==> src/rtl/mem_pkg.sv <==
// Shared types and constants for the data-memory access stage.
package mem_pkg;

    typedef enum logic [1:0] {
        IDLE = 2'd0,
        ACC0 = 2'd1,
        ACC1 = 2'd2,
        DONE = 2'd3
    } mem_state_t;

    // Byte enables are big-endian: lane 0 is bits [31:24].
    localparam logic [3:0] BE_WORD = 4'b1111;
    localparam logic [3:0] BE_B0   = 4'b1000;
    localparam logic [3:0] BE_B1   = 4'b0100;
    localparam logic [3:0] BE_B2   = 4'b0010;
    localparam logic [3:0] BE_B3   = 4'b0001;

    localparam int unsigned TIMEOUT_DEFAULT = 255;

    function automatic logic addr_aligned(input logic [2:0] low_addr, input logic access64,
                                          input logic byte_acc);
        if (access64) begin
            return low_addr == 3'b000;
        end else if (byte_acc) begin
            return 1'b1;
        end
        return low_addr[1:0] == 2'b00;
    endfunction

endpackage

==> src/rtl/mem_byte_lane.sv <==
// Byte-lane steering: enable generation, store replication, load extract with sign extension.
module mem_byte_lane
    import mem_pkg::*;
(
    input  logic [1:0]  lane,
    input  logic [7:0]  store_byte,
    input  logic [31:0] rdata,
    output logic [3:0]  byte_be,
    output logic [31:0] store_word,
    output logic [31:0] load_sext
);

    logic [7:0] load_byte;

    always_comb begin
        byte_be   = BE_B0;
        load_byte = rdata[31:24];
        unique case (lane)
            2'd0: begin
                byte_be   = BE_B0;
                load_byte = rdata[31:24];
            end
            2'd1: begin
                byte_be   = BE_B1;
                load_byte = rdata[23:16];
            end
            2'd2: begin
                byte_be   = BE_B2;
                load_byte = rdata[15:8];
            end
            2'd3: begin
                byte_be   = BE_B3;
                load_byte = rdata[7:0];
            end
            default: begin
                byte_be   = BE_B0;
                load_byte = rdata[31:24];
            end
        endcase
    end

    assign store_word = {4{store_byte}};
    assign load_sext  = {{24{load_byte[7]}}, load_byte};

endmodule

==> src/rtl/mem_access_unit.sv <==
// MEM-stage access unit: multi-beat handshake with a 32-bit data memory, big-endian 64-bit
// accesses, alignment and timeout errors, and pipeline stall generation.
module mem_access_unit
    import mem_pkg::*;
#(
    parameter int unsigned TIMEOUT = TIMEOUT_DEFAULT
) (
    input  logic        Clk,
    input  logic        Rst_n,
    input  logic [31:0] Adrs_MEM,
    input  logic [31:0] Store_data,
    input  logic [63:0] Store_data64,
    input  logic        MemRead,
    input  logic        MemWrite,
    input  logic        Access64,
    input  logic        ByteAcc,
    output logic [31:0] mem_addr,
    output logic        mem_re,
    output logic        mem_we,
    output logic [3:0]  mem_be,
    output logic [31:0] mem_wdata,
    input  logic [31:0] mem_rdata,
    input  logic        mem_ready,
    output logic [31:0] OUT_data_MEM,
    output logic [63:0] OUT_data64_MEM,
    output logic        Stall_MEM,
    output logic        AddrErr,
    output logic        BusErr
);

    localparam int unsigned CntW = $clog2(TIMEOUT + 1);

    mem_state_t      state_q, state_d;
    logic [CntW-1:0] wait_q, wait_d;
    logic [31:0]     hi_q, hi_d;
    logic [31:0]     data_q, data_d;
    logic [63:0]     data64_q, data64_d;
    logic            addr_err_q, addr_err_d;
    logic            bus_err_q, bus_err_d;

    logic        request, is_load, is_store, byte_op, aligned, in_acc, timeout;
    logic [31:0] word_addr;
    logic [3:0]  lane_be;
    logic [31:0] lane_store, lane_load;

    // A simultaneous read and write is handled as a read.
    assign request   = MemRead | MemWrite;
    assign is_load   = MemRead;
    assign is_store  = MemWrite & ~MemRead;
    assign byte_op   = ByteAcc & ~Access64;
    assign aligned   = addr_aligned(Adrs_MEM[2:0], Access64, ByteAcc);
    assign in_acc    = (state_q == ACC0) || (state_q == ACC1);
    assign word_addr = {Adrs_MEM[31:2], 2'b00};
    assign timeout   = in_acc & ~mem_ready & (wait_q == CntW'(TIMEOUT - 1));

    mem_byte_lane u_byte_lane (
        .lane       (Adrs_MEM[1:0]),
        .store_byte (Store_data[7:0]),
        .rdata      (mem_rdata),
        .byte_be    (lane_be),
        .store_word (lane_store),
        .load_sext  (lane_load)
    );

    always_comb begin
        state_d    = state_q;
        wait_d     = wait_q;
        hi_d       = hi_q;
        data_d     = data_q;
        data64_d   = data64_q;
        addr_err_d = 1'b0;
        bus_err_d  = 1'b0;
        unique case (state_q)
            IDLE: begin
                if (request) begin
                    if (aligned) begin
                        state_d = ACC0;
                        wait_d  = '0;
                    end else begin
                        state_d    = DONE;
                        addr_err_d = 1'b1;
                        if (is_load && Access64) data64_d = '0;
                        if (is_load && !Access64) data_d = '0;
                    end
                end
            end
            ACC0: begin
                if (mem_ready) begin
                    if (Access64) begin
                        if (is_load) hi_d = mem_rdata;
                        state_d = ACC1;
                        wait_d  = '0;
                    end else begin
                        if (is_load) data_d = byte_op ? lane_load : mem_rdata;
                        state_d = DONE;
                    end
                end else if (timeout) begin
                    state_d   = DONE;
                    bus_err_d = 1'b1;
                    if (is_load && Access64) data64_d = '0;
                    if (is_load && !Access64) data_d = '0;
                end else begin
                    wait_d = wait_q + 1'b1;
                end
            end
            ACC1: begin
                if (mem_ready) begin
                    if (is_load) data64_d = {hi_q, mem_rdata};
                    state_d = DONE;
                end else if (timeout) begin
                    state_d   = DONE;
                    bus_err_d = 1'b1;
                    if (is_load) data64_d = '0;
                end else begin
                    wait_d = wait_q + 1'b1;
                end
            end
            DONE: begin
                state_d = IDLE;
            end
            default: begin
                state_d = IDLE;
            end
        endcase
    end

    always_ff @(posedge Clk or negedge Rst_n) begin
        if (!Rst_n) begin
            state_q    <= IDLE;
            wait_q     <= '0;
            hi_q       <= '0;
            data_q     <= '0;
            data64_q   <= '0;
            addr_err_q <= 1'b0;
            bus_err_q  <= 1'b0;
        end else begin
            state_q    <= state_d;
            wait_q     <= wait_d;
            hi_q       <= hi_d;
            data_q     <= data_d;
            data64_q   <= data64_d;
            addr_err_q <= addr_err_d;
            bus_err_q  <= bus_err_d;
        end
    end

    // The first 64-bit beat carries the high word; the second beat goes to address + 4.
    always_comb begin
        mem_addr  = '0;
        mem_be    = '0;
        mem_wdata = '0;
        if (in_acc) begin
            mem_addr = (state_q == ACC1) ? word_addr + 32'd4 : word_addr;
            mem_be   = byte_op ? lane_be : BE_WORD;
            if (Access64) begin
                mem_wdata = (state_q == ACC1) ? Store_data64[31:0] : Store_data64[63:32];
            end else if (byte_op) begin
                mem_wdata = lane_store;
            end else begin
                mem_wdata = Store_data;
            end
        end
    end

    assign mem_re         = in_acc & MemRead;
    assign mem_we         = in_acc & is_store;
    // Gated by reset so the stall drops at once even with a request still pending.
    assign Stall_MEM      = Rst_n & (((state_q == IDLE) & request & aligned) | in_acc);
    assign OUT_data_MEM   = data_q;
    assign OUT_data64_MEM = data64_q;
    assign AddrErr        = addr_err_q;
    assign BusErr         = bus_err_q;

endmodule

==> config.mk <==
export PLATFORM = sky130hd
export DESIGN_NAME = mem_access_unit
export DESIGN_NICKNAME = d
export VERILOG_FILES = /design/src/rtl/mem_pkg.sv /design/src/rtl/mem_byte_lane.sv /design/src/rtl/mem_access_unit.sv
export SDC_FILE = /design/constraint.sdc
export NUM_CORES = 1
export LEC_CHECK = 0
export CAP_MARGIN = 0
export CORE_MARGIN = 3
export CORE_UTILIZATION = 48
export DETAILED_ROUTE_END_ITERATION = 7
export PLACE_DENSITY = 0.95
export RECOVER_POWER = 25
export SYNTH_ARGS = -nofsm -noshare
export SYNTH_HDL_FRONTEND = slang
export SYNTH_SLANG_ARGS = --single-unit
export TNS_END_PERCENT = 5
==> constraint.sdc <==
create_clock -name Clk -period 4.1 [get_ports Clk]
set_input_delay 0.41 -clock Clk [delete_from_list [all_inputs] [get_ports Clk]]
set_output_delay 0.41 -clock Clk [all_outputs]
set_load 0.03 [all_outputs]
-- Word-level counts from Yosys, hierarchy flattened
Index checks and enable logic that the tools add are counted.
- input bits: 167
- bits in registers: 140
- word-level logic and storage cells: 111
- output and inout bits: 169
- $add $sub $neg: 2
- equal/unequal tests: 20
- muxes and demuxes: 54
- bitwise logic cells: 14
- reductions and logical operators: 14
- operator list (operator ; count):
    $mux 64 ; 9
    $mux 32 ; 14
    $pmux 64 s3 ; 1
    $pmux 32 s2 ; 1
    $mux 8 ; 6
    $add 32x3->32 const B ; 1
    $pmux 8 s4 ; 1
    $pmux 8 s3 ; 1
    $ne 3x3->1 const B ; 7
    $pmux 4 s4 ; 1
    $mux 1 ; 12
    $ne 2x2->1 const B ; 6
    $mux 2 ; 5
    $and 1x1->1 ; 9
    $add 8x1->8 const B ; 1
    $eq 2x2->1 const B ; 4
    $eq 8x8->1 const B ; 1
    $mux 4 ; 2
    $pmux 2 s4 ; 1
    $reduce_and 8->1 ; 1
    $reduce_and 6->1 ; 1
    $reduce_and 5->1 ; 1
    $eq 2x1->1 const B ; 2
    $logic_not 2->1 ; 2
    10 further kinds ; 14

-- Logic depth before layout (Yosys ltp)
Gate-level depths: netlist (run 1).
- depth after elaboration: 7
- gate-level depth with buffers: 8
- gate-level depth less buffers: 7

-- Modules after synthesis
A second synthesis (run 1) with hierarchy kept.
- cell total of the unflattened synthesis: 861
- area total of the unflattened synthesis: 8937.3 um2
- modules (own cells, without submodules) (module ; times used ; seq. area each (um2) ; area an instance (um2) ; cells each):
    mem_access_unit ; 1 ; 3503.4 ; 8289.2 ; 791
    mem_byte_lane ; 1 ; 0.0 ; 648.1 ; 70

-- Worst setup path before layout (run 1)
No wires, ideal clock.
- path type: register -> output
- start: register state_q[0]
- end: output port mem_addr[21]
- slack: 1.371 ns
- arrival time: 2.319 ns
- data required time: 3.690 ns
- cell stages (with the launch flop): 7
- path through: dfrtp_1 > inv_1 > ha_1 > and4_1 > buf_2 > nand2_1 > o41ai_1
- word-level cells in the longest chain between the ends: 3
- elaborated cells between the ends (all ways): 5
- classes of those cells: 2 x eq/ne; 2 x mux; 1 x reduce/logical
- RTL lines (what ; RTL line ; text):
    start: declaration ; mem_access_unit.sv:33 ; mem_state_t state_q, state_d;
    start signal: assignment ; mem_access_unit.sv:137 ; state_q <= state_d;
    $eq 2x2->1 / $eq 2x1->1 (equally long branches) ; mem_access_unit.sv:52, mem_access_unit.sv:153 ;
    $mux 32 / $logic_or 1x1->1 (equally long branches) ; mem_access_unit.sv:153, mem_access_unit.sv:52 ;
    $mux 32 * ; mem_access_unit.sv:152 ; if (in_acc) begin
    end: declaration ; mem_access_unit.sv:17 ; output logic [31:0] mem_addr,
Every way passes the cells marked *; elsewhere a longest branch is shown, timed or not.

-- Final worst setup path (run 1)
- start: register state_q[0]
- end: output port mem_addr[28]
Same word-level chain as after synthesis.

==> run_results.csv, run 1 <==
group,metric,value,unit
clock_tree,cts_buffer_depth,2,
synthesis,synth.distinct_cells,58,
grt,grt_max_degree,70,
synthesis,synth_top_area_share,40.4,%
synthesis,synth-seq-area-share,40.4,%
worst_setup_path,end_kind,"primary output",
synthesis,yosysMostFrequentCell,"dfrtp_1",
sta,clock_skew,6.91,ps
drt,drc_errors,0,
cells_and_area,utilization,72.8,%
clock_tree,cts_buffers,17,
grt,grt_first_pass_wirelength,51.5,mm
cells_and_area,regArea,3500,um2
sta,fmax,262,MHz
drt,first_pass_iters,5,
synthesis,synth-edff-count,0,
sta,slew_headroom,-24.6,%
floorplanning,io-pin-count,336,
sta,worst_pin_slew,1870,ps
placed_design,dp_hpwl,24.4,mm
drt,avgViaCountPerCell,6.24,
cells_and_area,multiInputGateArea,4750,um2
synthesis,netlist_area,8670,um2
grt,grt_overflow_total,0,
clock_tree,cts_setup_buffers,0,
floorplanning,die_h,140,um
cells_and_area,fill_cells,1182,
drt,wl_per_cell,25.0,um
synthesis,synthArstFlopShare,100,%
sta,period_share,93.2,%
synthesis,ys_ff_latch,140,
placed_design,placed_area,12100,um2
floorplanning,die_w,140,um
floorplanning,dieArea,19700,um2
sta,finalSetupViolCount,0,
pwr,cellLeakagePower,5.58,nW
worst_setup_path,worst-path-max-fanout,34,
cells_and_area,area_growth,46.7,%
grt,grt_pass1_vias,8524,
cells_and_area,postLayoutCellArea,12700,um2
floorplanning,initial_utilization,49.6,%
placed_design,numPortBuffers,333,
floorplanning,core_region_area,17500,um2
worst_setup_path,worstSetupStartpointType,"register",
sta,slew_viol_final,101,
synthesis,syn_inst,839,
pwr,ir_drop,534,uV
worst_setup_path,arrival,3410,ps
synthesis,synthTopCellsByCount,"dfrtp_1, and3_1, mux2_4, a21oi_1, clkbuf_1",
outcome,violations,"capacitance limit, slew limit",
clock_tree,path_clk_slew,60,ps
clock_tree,cts_htree_levels,4,
cells_and_area,drive_gt1_share,15.9,%
clock_tree,cts_tree,"done",
sta,rsz0062_at_grt,"no",
min_path,min_path_type,"reg -> reg",
synthesis,synth_warnings,0,
drt,antenna_left,0,
clock_tree,cts_sinks,140,
worst_setup_path,path_class,"reg -> out",
worst_setup_path,required,3690,ps
cells_and_area,nets,1307,
cells_and_area,diodes,0,
job,drv_cap,2,
clock_tree,clock-root-buffer,"clkbuf_16",
sta,layout_min_cycle_time,3820,ps
drt,drtIter0Drc,971,
outcome,status,"finished, violations left",
synthesis,synth.avg_cell_area,10.3,um2
pwr,power_density,811,nW/um2
synthesis,synth_flop_cell,"dfrtp_1",
grt,track_usage,33.7,%
drt,vias,8556,
sta,tns,0,ps
placed_design,gp_congestion,0.955,
synthesis,synth_area_leaders,"dfrtp_1, mux2_4, and3_1",
floorplanning,rows,48,
grt,antenna_found_initial,0,
clock_tree,clk_latency,420,ps
drt,wl,34.3,mm
sta,hold_violations,0,
synthesis,synth_top_cell_by_area,"dfrtp_1",
worst max-delay path, stage by stage, from the launching register on:
cell and delay, ps:
dfrtp_1 380, inv_1 150, ha_4 390, and3_1 310
nand4_4 260, or4_1 570, a21oi_1 210, clkdlybuf4s50_1 710
metrics by stage:
step	worst slack [ps]	total power, W	cells	hold slack [ps]
floorplan	1370	0.00598	840	114
global placement	489	0.00853	1339	296
CTS	289	0.0103	1372	430
detailed placement	479	0.00863	1339	294
global route	74.2	0.0107	1372	506
finish	280	0.0103	1372	490
routing by layer:
metal	up-vias	part of all wire, %	track usage, %
met5	-	0	0
met4	0	3.8	12.5
met3	96	9.6	9.22
met2	522	47	52.8
met1	4222	40	44.9
li1	3716	-	-
final cells by class:
class | count | share of cell area, %
Timing Repair Buffer | 351 | 27.9
Sequential cell | 140 | 27.5
Multi-Input combinational cell | 611 | 37.3
Inverter | 13 | 0.384
Tap cell | 225 | 2.21
Clock buffer | 19 | 3.48
Clock inverter | 13 | 1.16
cell families after synthesis:
family                     after synthesis  share of synthesized area [%]
muxes                                  118                           17.8
xor gates and xnor gates                10                           1.01
adders and majority gates                6                          0.866
AOI/OAI and AO/OA                      200                           16.6
DFF                                    140                           40.4
other                                    1                         0.0432
and+or+nand+nor                        275                           18.3
buffers and inverters                   89                           5.05
state kept, by name (all words and copies together) (netlist names):
signal / flops
state_q: 2
wait_q: 8
OUT_data64_MEM: 64
AddrErr: 1
BusErr: 1
hi_q: 32
OUT_data_MEM: 32
final timing paths:
check,depth (start not counted),slack (ps),start,endpoint
hold / removal,1,490,OUT_data_MEM[21],OUT_data_MEM[21]
hold reg to reg,1,490,OUT_data_MEM[21],OUT_data_MEM[21]
setup / recovery,7,280,state_q[0],mem_addr[28]
max in group asynchronous,3,560,Rst_n,OUT_data64_MEM[3]
setup reg to reg,5,1220,state_q[1],OUT_data_MEM[23]
min in group asynchronous,2,1030,Rst_n,OUT_data_MEM[21]
where the power goes:
| part | internal, W | total, W | switching (W) |
|---|---|---|---|
| clock | 0.000966 | 0.00157 | 0.000603 |
| sequential | 0.00196 | 0.00233 | 0.000373 |
| combinational | 0.00270 | 0.00642 | 0.00372 |
what timing repair did:
item | 4_1_cts | 5_1_grt
resized for setup | 0 | 0
setup endpoints to repair | 0 | 0
hold buffers | 1 | 0
hold endpoints to repair | 27 | 0
layout by cell type, fill, tap and decap left out, types with 6 or more instances in the layout:
master | Yosys | routed
nor2b_1 | 34 | 34
and3_1 | 70 | 70
nand2b_1 | 33 | 33
clkbuf_16 | 0 | 17
a32o_1 | 7 | 7
o2bb2ai_1 | 25 | 25
o31ai_1 | 10 | 10
mux2i_1 | 20 | 20
buf_4 | 4 | 26
or4_1 | 8 | 8
nand4_1 | 7 | 7
mux2_4 | 60 | 60
inv_1 | 11 | 11
buf_12 | 0 | 12
o21ai_0 | 15 | 15
nor3_1 | 12 | 12
a211oi_1 | 35 | 35
nand2_1 | 32 | 32
a311oi_1 | 24 | 24
clkinv_2 | 0 | 8
clkdlybuf4s50_1 | 0 | 307
nand3_1 | 14 | 14
mux2_2 | 36 | 36
a21oi_1 | 56 | 56
or3_1 | 6 | 6
xor2_1 | 6 | 6
dfrtp_1 | 140 | 140
nor2_1 | 38 | 38
No activity file was read; power rests on OpenSTA's default activity.
==> run 2, diff against run 1 <==
--- a/config.mk
+++ b/config.mk
@@ -7,9 +7,9 @@
 export LEC_CHECK = 0
 export CAP_MARGIN = 0
 export CORE_MARGIN = 3
-export CORE_UTILIZATION = 48
+export CORE_UTILIZATION = 41
 export DETAILED_ROUTE_END_ITERATION = 7
-export PLACE_DENSITY = 0.95
+export PLACE_DENSITY = 0.9
 export RECOVER_POWER = 25
 export SYNTH_ARGS = -nofsm -noshare
 export SYNTH_HDL_FRONTEND = slang
==> constraint.sdc (replaced) <==
create_clock -name Clk -period 3.4 [get_ports Clk]
set_input_delay 0.34 -clock Clk [delete_from_list [all_inputs] [get_ports Clk]]
set_output_delay 0.34 -clock Clk [all_outputs]
set_load 0.03 [all_outputs]
==> run_results.csv, run 2 (synthesized netlist as in run 1, its figures left out) <==
group,metric,value,unit
sta,clock_skew,9.52,ps
worst_setup_path,end_kind,"primary output",
sta,finalSetupViolCount,0,
worst_setup_path,arrival,2860,ps
pwr,sequentialPowerShare,22.2,%
worst_setup_path,worstSetupStartpointType,"register",
cells_and_area,drive_gt1_share,18.7,%
worst_setup_path,endpoint,"mem_wdata[11]",
sta,slew_headroom,-26.9,%
floorplanning,rows,52,
cells_and_area,layout_common_cells,"clkdlybuf4s50_1, dfrtp_1, and3_1, mux2_4, a21oi_1",
cells_and_area,diodes,0,
worst_setup_path,worstPathCellList,"inv_1, ha_1, clkinv_1, buf_12, a311oi_1, buf_12",
worst_setup_path,crit_buf_inv,4,
drt,wl,32.1,mm
worst_setup_path,worst-path-max-fanout,56,
cells_and_area,mostFrequentLayoutCell,"clkdlybuf4s50_1",
sta,setup_ws,203,ps
drt,avgViaCountPerCell,5.82,
worst_setup_path,path_class,"reg -> out",
drt,wl_per_cell,22.6,um
sta,slew_viol_final,141,
pwr,fin_total_pwr,0.0125,W
min_path,min_path_type,"in -> reg",
grt,grt_max_degree,141,
placed_design,dp_hpwl,23.4,mm
cells_and_area,largest_reg_flops,64,
clock_tree,cts_buffers,17,
placed_design,numPortBuffers,333,
floorplanning,initial_utilization,42.3,%
placed_design,post-place-ws,216,ps
grt,grt_first_pass_wirelength,47.6,mm
worst_setup_path,r2r-start,"state_q[0]",
outcome,violations,"capacitance limit, slew limit",
pwr,ir_drop,566,uV
clock_tree,cts_tree,"done",
floorplanning,die_h,151,um
worst_setup_path,crit_start,"state_q[1]",
pwr,power_density,969,nW/um2
outcome,status,"finished, violations left",
drt,drtIter0Drc,652,
sta,hold_violations,0,
clock_tree,cts_htree_levels,4,
clock_tree,clock-root-buffer,"clkbuf_16",
floorplanning,die_w,151,um
job,drv_cap,1,
sta,layout_min_cycle_time,3200,ps
drt,drc_errors,0,
worst_setup_path,required,3060,ps
floorplanning,dieArea,22900,um2
worst_setup_path,r2r_end,"OUT_data64_MEM[0]",
worst_setup_path,crit_cells,6,
floorplanning,io-pin-count,336,
clock_tree,cts_sinks,140,
clock_tree,path_clk_slew,60,ps
pwr,switchingPower,0.00558,W
sta,fmax,313,MHz
sta,worst_pin_slew,1900,ps
worst_setup_path,crit_top_cell,"buf_12",
worst_setup_path,crit_family,"buffers and inverters",
drt,vias,8262,
pwr,clockPowerShare,15.3,%
pwr,p_int,0.00694,W
placed_design,gp_congestion,0.939,
grt,grt_pass1_vias,8048,
grt,track_usage,27.0,%
worst_setup_path,rrSetupSlack,630,ps
cells_and_area,area_growth,49.0,%
worst_setup_path,critical-path-slowest-cell,"a311oi_1",
grt,grt_overflow_total,0,
clock_tree,cts_buffer_depth,2,
sta,rsz0062_at_grt,"no",
clock_tree,holdBufCountCts,0,
drt,first_pass_iters,5,
cells_and_area,nets,1310,
pwr,pwr-share-comb,62.6,%
sta,period_share,94.0,%
drt,antenna_left,0,
grt,antenna_found_initial,0,
pwr,cellLeakagePower,5.73,nW
sta,tns,0,ps
pwr,switching_share,44.6,%
worst_setup_path,reg2regPathDepth,7,
clock_tree,clk_latency,420,ps
worst_setup_path,slowest_delay,650,ps
floorplanning,core_region_area,20500,um2
[run 2: cell types whose count changed in the layout (fill, tap and decap cells not counted)]
cell,change
clkdlybuf4s50_1,-33
buf_4,+22
buf_12,+12
clkinv_2,-5
clkinv_4,+3
dlymetal6s2s_1,+3
clkbuf_2,-2
dlygate4sd2_1,+2
dlygate4sd3_1,-2
clkbuf_4,+1
clkinvlp_4,+1
inv_6,+1
o2111ai_2,-1
o2111ai_4,+1
[run 2: how the worst min path moves through the flow]
stage / to / from / cells after the start
after floorplan: AddrErr / Rst_n / 0
after global placement: OUT_data_MEM[23] / OUT_data_MEM[23] / 1
after detailed placement: OUT_data_MEM[20] / OUT_data_MEM[20] / 1
after CTS: wait_q[5] / Rst_n / 2
after global routing: wait_q[5] / mem_ready / 5
final: wait_q[5] / mem_ready / 5
[run 2: final cells by class]
cell class,count,area [um2]
clock buffer,19,443
clock inverter,13,165
fill,1639,7580
inverter,13,48.8
multi-input combinational,611,4760
sequential,140,3500
tap,270,338
timing repair buffer,354,3650
[run 2: metrics by stage]
stage          area (um2)  hold WS [ps]  cells  util, %
3_5_place_dp        12300           474   1388     60.1
6_report            12900           434   1420     63.0
3_3_place_gp        12300           472   1388     60.1
4_1_cts             12900           131   1420     63.1
5_1_grt             12900           495   1420     63.0
2_1_floorplan        8670          44.4    840        -
[run 2: timing repair]
item / in CTS / in global routing
endpoints found under the setup margin: 2 / 3
resized for setup: 2 / 3
gates cloned: 0 / 0
pin swaps: 0 / 0
setup buffers: 0 / 0
[run 2: worst register-to-register path, delay by kind of cell, from the launching register on]
kind / cells / cell delay, ps
AO/OA/AOI/OAI: 1 / 720
adder cells (fa/ha/maj): 1 / 370
buffers and inverters: 2 / 470
flip-flops: 1 / 380
multiplexers: 1 / 350
AND/OR/NAND/NOR: 2 / 340
[run 2: power by group through the flow]
stage / sequential [W] / combinational [W] / clock (W)
after floorplan: 0.00365 / 0.00355 / 0
final: 0.00278 / 0.00783 / 0.00191
after global routing: 0.00285 / 0.00820 / 0.00202
after CTS: 0.00277 / 0.00785 / 0.00194
after detailed placement: 0.00278 / 0.00780 / 0
after global placement: 0.00274 / 0.00770 / 0
[run 2: routing by layer]
layer | routed length [um] | vias to the layer above | global-route usage (%) | share of wire, %
li1 | - | 3730 | - | -
met1 | 13400 | 4105 | 36.9 | 42
met2 | 15400 | 372 | 42.4 | 48
met3 | 2540 | 55 | 6.67 | 7.9
met4 | 786 | 0 | 8.34 | 2.5
met5 | 0 | - | 0 | 0
